<file path="config.mk">
export PLATFORM = sky130hd
export DESIGN_NAME = crop_video_axis_core
export DESIGN_NICKNAME = d
export VERILOG_FILES = /design/src/rtl/crop_video_pkg.sv /design/src/rtl/crop_video_axis_skid.sv /design/src/rtl/crop_video_axis_core.sv
export SDC_FILE = /design/constraint.sdc
export NUM_CORES = 1
export LEC_CHECK = 0
export CAP_MARGIN = 20
export CORE_MARGIN = 2
export CORE_UTILIZATION = 50
export DETAILED_ROUTE_END_ITERATION = 7
export GPL_TIMING_DRIVEN = 0
export PLACE_DENSITY = 0.72
export SYNTH_ARGS = -nofsm -noshare
export SYNTH_HDL_FRONTEND = slang
export SYNTH_HIERARCHICAL = 1
export SYNTH_SLANG_ARGS = --single-unit
export TNS_END_PERCENT = 5
</file>
<file path="constraint.sdc">
create_clock -name clock -period 18.1 [get_ports clock]
set_clock_uncertainty 0.15 [all_clocks]
set_input_delay 3.62 -clock clock [delete_from_list [all_inputs] [get_ports clock]]
set_output_delay 3.62 -clock clock [all_outputs]
set_load 0.02 [all_outputs]
</file>
<file path="src/rtl/crop_video_pkg.sv">
// Shared definitions for the crop_video streaming crop engine: default widths,
// FSM state type and the buffered pixel beat layout.
package crop_video_pkg;

  localparam int DEF_DATA_W  = 24;
  localparam int DEF_COORD_W = 12;

  typedef enum logic {
    WAIT_SOF,
    IN_FRAME
  } crop_state_t;

  typedef struct packed {
    logic [DEF_DATA_W-1:0] data;
    logic                  user;
    logic                  last;
  } pixel_beat_t;

endpackage

</file>
<file path="src/rtl/crop_video_axis_skid.sv">
// Two-entry skid buffer: registered output stage plus one overflow slot, so the
// upstream ready only depends on registered state.
module crop_video_axis_skid
  import crop_video_pkg::*;
#(
  parameter type beat_t = pixel_beat_t
) (
  input  logic  clock,
  input  logic  reset,
  input  logic  in_valid,
  input  beat_t in_beat,
  output logic  in_ready,
  output logic  out_valid,
  output beat_t out_beat,
  input  logic  out_ready
);

  beat_t skid_beat;
  logic  skid_valid;

  // Space remains while the overflow slot is empty; held low during reset.
  assign in_ready = !skid_valid && !reset;

  always_ff @(posedge clock) begin
    if (reset) begin
      out_valid  <= 1'b0;
      out_beat   <= '0;
      skid_valid <= 1'b0;
      skid_beat  <= '0;
    end else if (!out_valid || out_ready) begin
      if (skid_valid) begin
        out_beat   <= skid_beat;
        out_valid  <= 1'b1;
        skid_valid <= in_valid;
        if (in_valid) skid_beat <= in_beat;
      end else begin
        out_valid <= in_valid;
        if (in_valid) out_beat <= in_beat;
      end
    end else if (in_valid) begin
      skid_beat  <= in_beat;
      skid_valid <= 1'b1;
    end
  end

endmodule

</file>
<file path="src/rtl/crop_video_axis_core.sv">
// Streaming AXI4-Stream video crop: forwards only pixels inside a window latched
// at each start-of-frame, regenerating SOF/EOL markers for the cropped frame.
module crop_video_axis_core
  import crop_video_pkg::*;
#(
  parameter int DATA_W  = DEF_DATA_W,
  parameter int COORD_W = DEF_COORD_W
) (
  input  logic               clock,
  input  logic               reset,
  input  logic [DATA_W-1:0]  s_axis_tdata,
  input  logic               s_axis_tvalid,
  output logic               s_axis_tready,
  input  logic               s_axis_tuser,
  input  logic               s_axis_tlast,
  output logic [DATA_W-1:0]  m_axis_tdata,
  output logic               m_axis_tvalid,
  input  logic               m_axis_tready,
  output logic               m_axis_tuser,
  output logic               m_axis_tlast,
  input  logic [COORD_W-1:0] cfg_x_start,
  input  logic [COORD_W-1:0] cfg_y_start,
  input  logic [COORD_W-1:0] cfg_width,
  input  logic [COORD_W-1:0] cfg_height,
  output logic               frame_done,
  output logic               err_short_line,
  output logic               err_early_sof,
  input  logic               err_clear
);

  typedef struct packed {
    logic [DATA_W-1:0] data;
    logic              user;
    logic              last;
  } beat_t;

  localparam logic [COORD_W:0] ONE = 1;

  crop_state_t        state, state_next;
  logic [COORD_W-1:0] x_q, y_q, x0_q, y0_q, w_q, h_q;
  logic [COORD_W-1:0] ex, ey, ex0, ey0, ew, eh;
  logic [COORD_W-1:0] x_next, y_next;
  logic [COORD_W:0]   x_end, y_end, x_last, y_last;
  logic               accept, sof, active, zero, eval;
  logic               in_x, in_y, right_edge, short_line, done, keep;
  beat_t              in_beat, out_beat;

  assign accept = s_axis_tvalid && s_axis_tready;
  assign sof    = s_axis_tuser;

  // A SOF beat is evaluated with live cfg and origin coordinates, so the
  // restart (from either state) needs no extra cycle.
  always_comb begin
    ex  = sof ? '0 : x_q;
    ey  = sof ? '0 : y_q;
    ex0 = sof ? cfg_x_start : x0_q;
    ey0 = sof ? cfg_y_start : y0_q;
    ew  = sof ? cfg_width   : w_q;
    eh  = sof ? cfg_height  : h_q;

    x_end  = {1'b0, ex0} + {1'b0, ew};
    y_end  = {1'b0, ey0} + {1'b0, eh};
    x_last = x_end - ONE;
    y_last = y_end - ONE;

    in_x       = (ex >= ex0) && ({1'b0, ex} < x_end);
    in_y       = (ey >= ey0) && ({1'b0, ey} < y_end);
    right_edge = ({1'b0, ex} == x_last);

    active     = sof || (state == IN_FRAME);
    zero       = (ew == '0) || (eh == '0);
    eval       = accept && active && !zero;
    keep       = eval && in_x && in_y;
    short_line = eval && s_axis_tlast && in_y && ({1'b0, ex} < x_last);
    done       = eval && ({1'b0, ey} == y_last) && (right_edge || short_line);

    in_beat.data = s_axis_tdata;
    in_beat.user = (ex == ex0) && (ey == ey0);
    in_beat.last = right_edge || s_axis_tlast;

    state_next = state;
    if (accept) begin
      if (sof) begin
        state_next = (zero || done) ? WAIT_SOF : IN_FRAME;
      end else if ((state == IN_FRAME) && done) begin
        state_next = WAIT_SOF;
      end
    end

    if (s_axis_tlast) begin
      x_next = '0;
      y_next = (ey == '1) ? ey : ey + 1'b1;
    end else begin
      x_next = ey == ey ? ((ex == '1) ? ex : ex + 1'b1) : ex;
      y_next = ey;
    end
  end

  always_ff @(posedge clock) begin
    if (reset) begin
      state <= WAIT_SOF;
    end else begin
      state <= state_next;
    end
  end

  always_ff @(posedge clock) begin
    if (reset) begin
      x_q            <= '0;
      y_q            <= '0;
      x0_q           <= '0;
      y0_q           <= '0;
      w_q            <= '0;
      h_q            <= '0;
      frame_done     <= 1'b0;
      err_short_line <= 1'b0;
      err_early_sof  <= 1'b0;
    end else begin
      frame_done <= done;
      if (accept) begin
        x_q <= x_next;
        y_q <= y_next;
        if (sof) begin
          x0_q <= cfg_x_start;
          y0_q <= cfg_y_start;
          w_q  <= cfg_width;
          h_q  <= cfg_height;
        end
      end
      if (short_line) begin
        err_short_line <= 1'b1;
      end else if (err_clear) begin
        err_short_line <= 1'b0;
      end
      if (accept && sof && (state == IN_FRAME)) begin
        err_early_sof <= 1'b1;
      end else if (err_clear) begin
        err_early_sof <= 1'b0;
      end
    end
  end

  crop_video_axis_skid #(
    .beat_t(beat_t)
  ) u_skid (
    .clock    (clock),
    .reset    (reset),
    .in_valid (keep),
    .in_beat  (in_beat),
    .in_ready (s_axis_tready),
    .out_valid(m_axis_tvalid),
    .out_beat (out_beat),
    .out_ready(m_axis_tready)
  );

  assign m_axis_tdata = out_beat.data;
  assign m_axis_tuser = out_beat.user;
  assign m_axis_tlast = out_beat.last;

endmodule

</file>
==> impl_metrics.xml, run 1 <==
<?xml version="1.0" encoding="UTF-8"?>
<metrics>
  <group name="flow_run">
    <metric name="cap_viol_max_count" unit="">0</metric>
  </group>
  <group name="cts">
    <metric name="clk_pin_slew_worst_paths" unit="ns">0.06</metric>
    <metric name="cts_max_level" unit="">4</metric>
    <metric name="numCtsBuffers" unit="">17</metric>
    <metric name="postCtsSetupBuffers" unit="">0</metric>
    <metric name="cts_tree" unit="">built</metric>
    <metric name="clock_latency" unit="ns">0.43</metric>
    <metric name="cts-root-buf" unit="">clkbuf_16</metric>
    <metric name="clock_path_buffers" unit="">2</metric>
    <metric name="cts-resized-gates" unit="">0</metric>
    <metric name="postCtsHoldBufs" unit="">0</metric>
    <metric name="clkSinkCount" unit="">130</metric>
  </group>
  <group name="setup_path">
    <metric name="r2r_slack" unit="ns">12.60</metric>
    <metric name="buffers_inverters_on_critical_path" unit="">10</metric>
    <metric name="critPathTopFamily" unit="">buffers and inverters</metric>
    <metric name="critical_path_peak_fanout" unit="">10</metric>
    <metric name="critPathCaptureType" unit="">flop</metric>
    <metric name="worstSetupPathType" unit="">in2reg</metric>
    <metric name="wp_data_arrival" unit="ns">11.64</metric>
    <metric name="timing.critical_path.from_type" unit="">primary input</metric>
    <metric name="timing.critical_path.required" unit="ns">18.29</metric>
    <metric name="largest_stage_delay_on_the_critical_path" unit="ns">0.67</metric>
    <metric name="critical-path-slowest-cell" unit="">clkdlybuf4s50_1</metric>
    <metric name="cp_common_cell" unit="">clkbuf_1</metric>
  </group>
  <group name="layout">
    <metric name="fill_cell_instance_count_of_the_final_layout" unit="">1760</metric>
    <metric name="layout-area-overhead-vs-synth" unit="%">20.3</metric>
    <metric name="final_layout_size_suffix_gt1_share" unit="%">8.43</metric>
    <metric name="finalNonFillerCells" unit="">1582</metric>
    <metric name="finalNetCount" unit="">1472</metric>
    <metric name="antenna_cells" unit="">0</metric>
  </group>
  <group name="floorplan">
    <metric name="initial_standard_cell_utilization_of_the_core" unit="%">50.5</metric>
    <metric name="die_area" unit="sq um">20700</metric>
    <metric name="core" unit="sq um">19300</metric>
    <metric name="top_level_ports" unit="">110</metric>
    <metric name="chipHeight" unit="microns">144</metric>
    <metric name="fp-row-count" unit="">51</metric>
    <metric name="chipWidth" unit="microns">144</metric>
  </group>
  <group name="power_and_ir_drop">
    <metric name="worst_vdd_rail_ir_drop" unit="mV">0.0482</metric>
    <metric name="power_density" unit="nW/um^2">69.9</metric>
    <metric name="power.leakage" unit="nW">4.70</metric>
  </group>
  <group name="synthesis">
    <metric name="post-synth-top-count-cell" unit="">nand2_1</metric>
    <metric name="post_synth_inst_count" unit="">1177</metric>
    <metric name="synth.largest_area_cell" unit="">dfxtp_1</metric>
    <metric name="synth_seq_cells" unit="">130</metric>
    <metric name="postSynth.asyncResetShare" unit="%">0</metric>
    <metric name="synth-xor-area-share" unit="%">4.42</metric>
    <metric name="syn_avg_cell_area" unit="sq um">8.30</metric>
    <metric name="sequential_to_total_area_share_from_yosys_stat" unit="%">26.7</metric>
    <metric name="synth_warnings" unit="">6</metric>
    <metric name="synth.area.mux_share" unit="%">11.1</metric>
    <metric name="dominant_combinational_cell_family_by_area_after_synthesis" unit="">simple AND/OR/NAND/NOR gates</metric>
    <metric name="total_nets_after_synthesis" unit="">1345</metric>
    <metric name="syn-cell-area" unit="sq um">9760</metric>
    <metric name="top_area_cells_in_the_synthesized_netlist" unit="">dfxtp_1 27%, ha_1 11%, mux2i_1 8.1%, a21oi_1 5.7%, nand2_1 5.1%</metric>
    <metric name="yosys-top-cells-count" unit="">133 x nand2_1, 130 x dfxtp_1, 112 x a21oi_1</metric>
    <metric name="post_synth_fa_ha_maj_area_fraction" unit="%">11.6</metric>
    <metric name="synth-edff-count" unit="">0</metric>
    <metric name="netlist.area_leader.share" unit="%">26.7</metric>
    <metric name="synth_cell_types" unit="">73</metric>
    <metric name="postSynth.topFlopCell" unit="">dfxtp_1</metric>
    <metric name="basic_gate_share_of_the_synthesized_area_counting_and_or_nand_and_nor_cells" unit="%">21.7</metric>
    <metric name="synth_compound_area_share" unit="%">19.4</metric>
  </group>
  <group name="timing">
    <metric name="report.final.setup_viol" unit="">0</metric>
    <metric name="rsz_0062_raised_after_global_routing" unit="">no</metric>
    <metric name="report.final.slew_viol_count" unit="">0</metric>
    <metric name="fin_hold_viols" unit="">0</metric>
    <metric name="finalCritPeriodShare" unit="%">63.3</metric>
    <metric name="worst_pin_slew" unit="ns">0.853</metric>
    <metric name="final_worst_path_period_need" unit="ns">11.45</metric>
    <metric name="timing.setup.tns" unit="ns">0</metric>
    <metric name="maxClockFrequency" unit="MHz">87.3</metric>
    <metric name="slew_headroom" unit="%">42.6</metric>
    <metric name="setup_slack" unit="ns">6.65</metric>
  </group>
  <group name="route">
    <metric name="drt-vias-per-instance" unit="">5.71</metric>
    <metric name="detail_route.wl_per_cell" unit="microns">17.2</metric>
    <metric name="drt-total-wl" unit="mm">27.2</metric>
    <metric name="drtPass1Iterations" unit="">5</metric>
    <metric name="drt_drc_violations_left" unit="">0</metric>
    <metric name="detailedRoute.firstIterationViolations" unit="">526</metric>
    <metric name="ant_nets" unit="">0</metric>
    <metric name="via_count" unit="">9037</metric>
  </group>
  <group name="outcome">
    <metric name="outcome" unit="">completed</metric>
  </group>
  <group name="global_route">
    <metric name="grt_start_max_net_pins" unit="">17</metric>
    <metric name="grt_util_all_layers" unit="%">26.9</metric>
    <metric name="grt_remaining_overflow" unit="">0</metric>
    <metric name="global_route_wire_length_before_repair" unit="mm">43.5</metric>
    <metric name="first_global_vias" unit="">8731</metric>
    <metric name="grt_antenna_before_repair" unit="">0</metric>
  </group>
  <group name="place">
    <metric name="place.gp.congestion" unit="">0.892</metric>
    <metric name="pre_cts_slack" unit="ns">6.44</metric>
    <metric name="placedCellCount" unit="">1550</metric>
    <metric name="placement.io_buffers" unit="">108</metric>
    <metric name="dpl.hpwl" unit="mm">20.9</metric>
  </group>
  <group name="worst_hold_path">
    <metric name="worst_hold_path_type" unit="">reg2reg</metric>
  </group>
</metrics>
[registers in the layout, summed over array words and instances, names as in the netlist]
name,cells
y_q,12
err_early_sof,1
u_skid/skid_valid,1
y0_q,12
u_skid/out_valid,1
frame_done,1
err_short_line,1
w_q,12
state,1
x0_q,12
h_q,12
u_skid/skid_beat,26
x_q,12
u_skid/out_beat,26
[per-layer routing]
layer	global-route usage, %	vias to the layer above	share of wire [%]
li1	-	4470	-
met1	34.4	4306	44
met2	45.0	205	48
met3	3.70	56	3.9
met4	12.0	0	3.3
met5	0	-	0
[power breakdown]
part	leakage (nW)	internal, W	switching, W	total [W]
combinational	3.37	0.0000851	0.000106	0.000191
clock	0.277	0.000195	0.000142	0.000337
sequential	1.05	0.000290	0.00000256	0.000293
total	4.70	0.000570	0.000251	0.000821
[placed cells by master, fill, tap and decap left out, types with 26 or more instances in the layout]
cell	synthesis	layout
nand2_1	133	133
mux2_2	26	26
mux2i_1	79	79
clkbuf_1	44	45
xnor2_1	27	27
nor2_1	51	51
nor3_1	32	32
nand2b_1	65	65
clkdlybuf4s50_1	0	108
ha_1	87	87
a21oi_1	112	112
inv_1	53	53
nor2b_1	29	29
o21ai_0	31	31
dfxtp_1	130	130
[path summary, 6_finish.rpt]
path                startpoint                 end  depth (start not counted)
hold / removal         y0_q[9]             y0_q[9]                          2
setup reg to reg       y0_q[4]  u_skid/out_beat[1]                         21
hold reg to reg        y0_q[9]             y0_q[9]                          2
setup / recovery  s_axis_tuser  u_skid/out_beat[1]                         26
[cells by family after synthesis]
logic type,Yosys count
AOI/OAI and AO/OA,276
DFF,130
muxes,105
xor gates and xnor gates,46
adders and majority gates,89
and+or+nand+nor,414
buffers and inverters,117
[worst min-delay path, stage by stage, from the launching register on]
cell,delay [ns]
dfxtp_1,0.31
nand2_1,0.05
a21oi_1,0.05
[cell type report]
class	instances	area (sq um)	area share, %
tap	265	332	2.82
inverter	53	199	1.69
buffer	64	302	2.57
clock inverter	13	124	1.05
multi-input combinational	930	6660	56.7
timing repair buffer	108	1080	9.21
sequential	130	2600	22.2
clock buffer	19	443	3.77
[metrics by stage]
stage | utilization (%) | power (W) | hold slack, ns | instance area (sq um)
after floorplan | - | 0.000430 | 0.284 | 9760
after detailed placement | 57.8 | 0.000487 | 0.297 | 11200
after global routing | 60.7 | 0.000858 | 0.321 | 11700
final | 60.7 | 0.000821 | 0.303 | 11700
after global placement | 57.8 | 0.000483 | 0.291 | 11200
after CTS | 60.7 | 0.000823 | 0.305 | 11700
No activity file was read; power rests on OpenSTA's default activity.
==> run 2: changes to the inputs <==
--- a/config.mk
+++ b/config.mk
@@ -10,7 +10,7 @@
 export CORE_UTILIZATION = 50
 export DETAILED_ROUTE_END_ITERATION = 7
 export GPL_TIMING_DRIVEN = 0
-export PLACE_DENSITY = 0.72
+export PLACE_DENSITY = 0.75
 export SYNTH_ARGS = -nofsm -noshare
 export SYNTH_HDL_FRONTEND = slang
 export SYNTH_HIERARCHICAL = 1
==> constraint.sdc (replaced) <==
create_clock -name clock -period 9.5 [get_ports clock]
set_clock_uncertainty 0.15 [all_clocks]
set_input_delay 1.9 -clock clock [delete_from_list [all_inputs] [get_ports clock]]
set_output_delay 1.9 -clock clock [all_outputs]
set_load 0.02 [all_outputs]
==> impl_metrics.xml, run 2 (synthesis gave the netlist of run 1 again) <==
<?xml version="1.0" encoding="UTF-8"?>
<metrics>
  <group name="flow_run">
    <metric name="cap_viol_max_count" unit="">0</metric>
  </group>
  <group name="timing">
    <metric name="finalCritPeriodShare" unit="%">92.3</metric>
    <metric name="timing.setup.tns" unit="ns">0</metric>
    <metric name="slew_headroom" unit="%">50.4</metric>
    <metric name="hold_ws" unit="ns">0.305</metric>
    <metric name="rsz_0062_raised_after_global_routing" unit="">no</metric>
    <metric name="final_worst_path_period_need" unit="ns">8.77</metric>
    <metric name="maxClockFrequency" unit="MHz">114</metric>
    <metric name="worst_pin_slew" unit="ns">0.738</metric>
    <metric name="fin_hold_viols" unit="">0</metric>
    <metric name="report.final.setup_viol" unit="">0</metric>
    <metric name="report.final.slew_viol_count" unit="">0</metric>
  </group>
  <group name="layout">
    <metric name="finish.utilization" unit="%">61.0</metric>
    <metric name="layout-area-overhead-vs-synth" unit="%">20.7</metric>
    <metric name="final_cell_mix" unit="">133 x nand2_1, 130 x dfxtp_1, 112 x a21oi_1, 108 x clkdlybuf4s50_1, 87 x ha_1</metric>
    <metric name="finalNetCount" unit="">1471</metric>
    <metric name="fill_cell_instance_count_of_the_final_layout" unit="">1687</metric>
    <metric name="commonest_non_fill_non_tap_cell_in_the_layout" unit="">nand2_1</metric>
    <metric name="final_layout_size_suffix_gt1_share" unit="%">8.59</metric>
    <metric name="antenna_cells" unit="">0</metric>
    <metric name="reg.largest.list" unit="">u_skid/out_beat (26), u_skid/skid_beat (26)</metric>
    <metric name="multiInputGateArea" unit="sq um">6660</metric>
    <metric name="finalNonFillerCells" unit="">1580</metric>
    <metric name="sequential_cell_area" unit="sq um">2600</metric>
    <metric name="postLayoutCellArea" unit="sq um">11800</metric>
  </group>
  <group name="place">
    <metric name="post_dp_cell_area" unit="sq um">11200</metric>
    <metric name="place.gp.congestion" unit="">0.897</metric>
    <metric name="dpl.hpwl" unit="mm">20.4</metric>
    <metric name="placedCellCount" unit="">1550</metric>
    <metric name="placement.io_buffers" unit="">108</metric>
  </group>
  <group name="power_and_ir_drop">
    <metric name="power_density" unit="nW/um^2">136</metric>
    <metric name="worst_vdd_rail_ir_drop" unit="mV">0.106</metric>
    <metric name="pwr-share-comb" unit="%">22.5</metric>
    <metric name="power.leakage" unit="nW">4.72</metric>
    <metric name="switching_share" unit="%">28.5</metric>
    <metric name="power.internal" unit="W">0.00114</metric>
    <metric name="power.switching" unit="W">0.000456</metric>
    <metric name="seq_power_share" unit="%">34.9</metric>
    <metric name="clock_share_of_power" unit="%">42.6</metric>
  </group>
  <group name="setup_path">
    <metric name="ff2ff_path_depth" unit="">21</metric>
    <metric name="timing.critical_path.from_type" unit="">primary input</metric>
    <metric name="r2r_slack" unit="ns">4.18</metric>
    <metric name="timing.critical_path.required" unit="ns">9.68</metric>
    <metric name="critical_path_peak_fanout" unit="">19</metric>
    <metric name="r2r-start" unit="">y0_q[0]</metric>
    <metric name="wp_data_arrival" unit="ns">8.95</metric>
    <metric name="cp-startpoint" unit="">s_axis_tuser</metric>
    <metric name="worstSetupPathType" unit="">in2reg</metric>
    <metric name="cp-endpoint" unit="">u_skid/out_beat[21]</metric>
    <metric name="critPathCaptureType" unit="">flop</metric>
    <metric name="timing.rr.end" unit="">u_skid/out_beat[21]</metric>
  </group>
  <group name="global_route">
    <metric name="global_route_wire_length_before_repair" unit="mm">42.4</metric>
    <metric name="gr-usage-met1" unit="%">32.5</metric>
    <metric name="grt_remaining_overflow" unit="">0</metric>
    <metric name="grt-busiest-layer" unit="">met2</metric>
    <metric name="grt_util_all_layers" unit="%">26.0</metric>
    <metric name="grt_antenna_before_repair" unit="">0</metric>
    <metric name="grt_start_max_net_pins" unit="">17</metric>
    <metric name="grt.met3_usage" unit="%">3.97</metric>
    <metric name="global_route.usage.met2" unit="%">45.0</metric>
    <metric name="first_global_vias" unit="">8649</metric>
  </group>
  <group name="cts">
    <metric name="clkSinkCount" unit="">130</metric>
    <metric name="cts_max_level" unit="">4</metric>
    <metric name="clock_latency" unit="ns">0.41</metric>
    <metric name="clk_pin_slew_worst_paths" unit="ns">0.06</metric>
    <metric name="clock_path_buffers" unit="">2</metric>
    <metric name="numCtsBuffers" unit="">17</metric>
    <metric name="cts-root-buf" unit="">clkbuf_16</metric>
    <metric name="cts_tree" unit="">built</metric>
    <metric name="postCtsSetupBuffers" unit="">0</metric>
  </group>
  <group name="route">
    <metric name="ant_nets" unit="">0</metric>
    <metric name="via_count" unit="">8946</metric>
    <metric name="detail_route.wl_per_cell" unit="microns">16.8</metric>
    <metric name="detailedRoute.firstIterationViolations" unit="">473</metric>
    <metric name="drt-total-wl" unit="mm">26.5</metric>
    <metric name="drt-vias-per-instance" unit="">5.66</metric>
    <metric name="drt_drc_violations_left" unit="">0</metric>
    <metric name="drtPass1Iterations" unit="">4</metric>
  </group>
  <group name="floorplan">
    <metric name="top_level_ports" unit="">110</metric>
    <metric name="chipHeight" unit="microns">144</metric>
    <metric name="die_area" unit="sq um">20700</metric>
    <metric name="chipWidth" unit="microns">144</metric>
    <metric name="core" unit="sq um">19300</metric>
    <metric name="initial_standard_cell_utilization_of_the_core" unit="%">50.5</metric>
    <metric name="fp-row-count" unit="">51</metric>
  </group>
  <group name="worst_hold_path">
    <metric name="worst_hold_path_type" unit="">reg2reg</metric>
    <metric name="worstHoldPathCells" unit="">2</metric>
  </group>
  <group name="outcome">
    <metric name="outcome" unit="">completed</metric>
  </group>
</metrics>
-- run 2: per-stage QoR --
stage	power, W	worst slack, ns
6_report	0.00160	0.733
5_1_grt	0.00167	0.179
4_1_cts	0.00160	0.111
3_5_place_dp	0.000925	-0.509
3_3_place_gp	0.000919	-0.442
2_1_floorplan	0.000820	2.08
-- run 2: cell type report --
class                      count  share of cell area (%)
multi-input combinational    930                    56.5
sequential                   130                    22.1
timing repair buffer         108                    9.17
clock buffer                  21                    3.91
tap                          265                    2.81
buffer                        63                    2.57
inverter                      53                    1.69
clock inverter                10                    1.27
-- run 2: power by group through the flow --
| stage | Sequential, W | Combinational (W) | Clock (W) |
|---|---|---|---|
| floorplan | 0.000568 | 0.000252 | 0 |
| global placement | 0.000569 | 0.000349 | 0 |
| detailed placement | 0.000570 | 0.000355 | 0 |
| CTS | 0.000558 | 0.000359 | 0.000687 |
| global route | 0.000558 | 0.000400 | 0.000713 |
| finish | 0.000558 | 0.000361 | 0.000681 |
-- run 2: worst min path at each step --
stage / start / to / slack (ns)
2_1_floorplan: x0_q[0] / x0_q[0] / 0.28
3_3_place_gp: y0_q[11] / y0_q[11] / 0.29
3_5_place_dp: y0_q[11] / y0_q[11] / 0.30
4_1_cts: y0_q[11] / y0_q[11] / 0.30
5_1_grt: y0_q[2] / y0_q[2] / 0.31
6_report: x0_q[5] / x0_q[5] / 0.30
-- run 2: routing by layer --
metal / wire [microns] / vias to the layer above
met4: 788 / 0
met1: 11800 / 4221
met3: 1040 / 50
met2: 12900 / 215
li1: - / 4460
met5: 0 / -
-- run 2: timing repair --
action | CTS | global route
hold buffers | 0 | 0
resized for setup | 1 | 5
endpoints found under the setup margin | 19 | 50
-- run 2: worst max-delay path, stage by stage --
cell             delay, ns
clkdlybuf4s50_1       0.69
clkbuf_2              0.48
clkbuf_2              0.38
clkbuf_2              0.34
buf_2                 0.39
mux2i_1               0.36
inv_1                 0.10
ha_1                  0.25
a21o_1                0.26
or4_1                 0.41
o21ba_2               0.24
a31oi_4               0.20
xnor2_1               0.30
inv_1                 0.13
ha_1                  0.22
a2111oi_0             0.36
a21oi_1               0.11
o21ai_0               0.28
and3_1                0.25
o211a_1               0.24
or2_1                 0.13
buf_6                 0.14
clkbuf_1              0.39
a21oi_1               0.16
a211oi_2              0.21
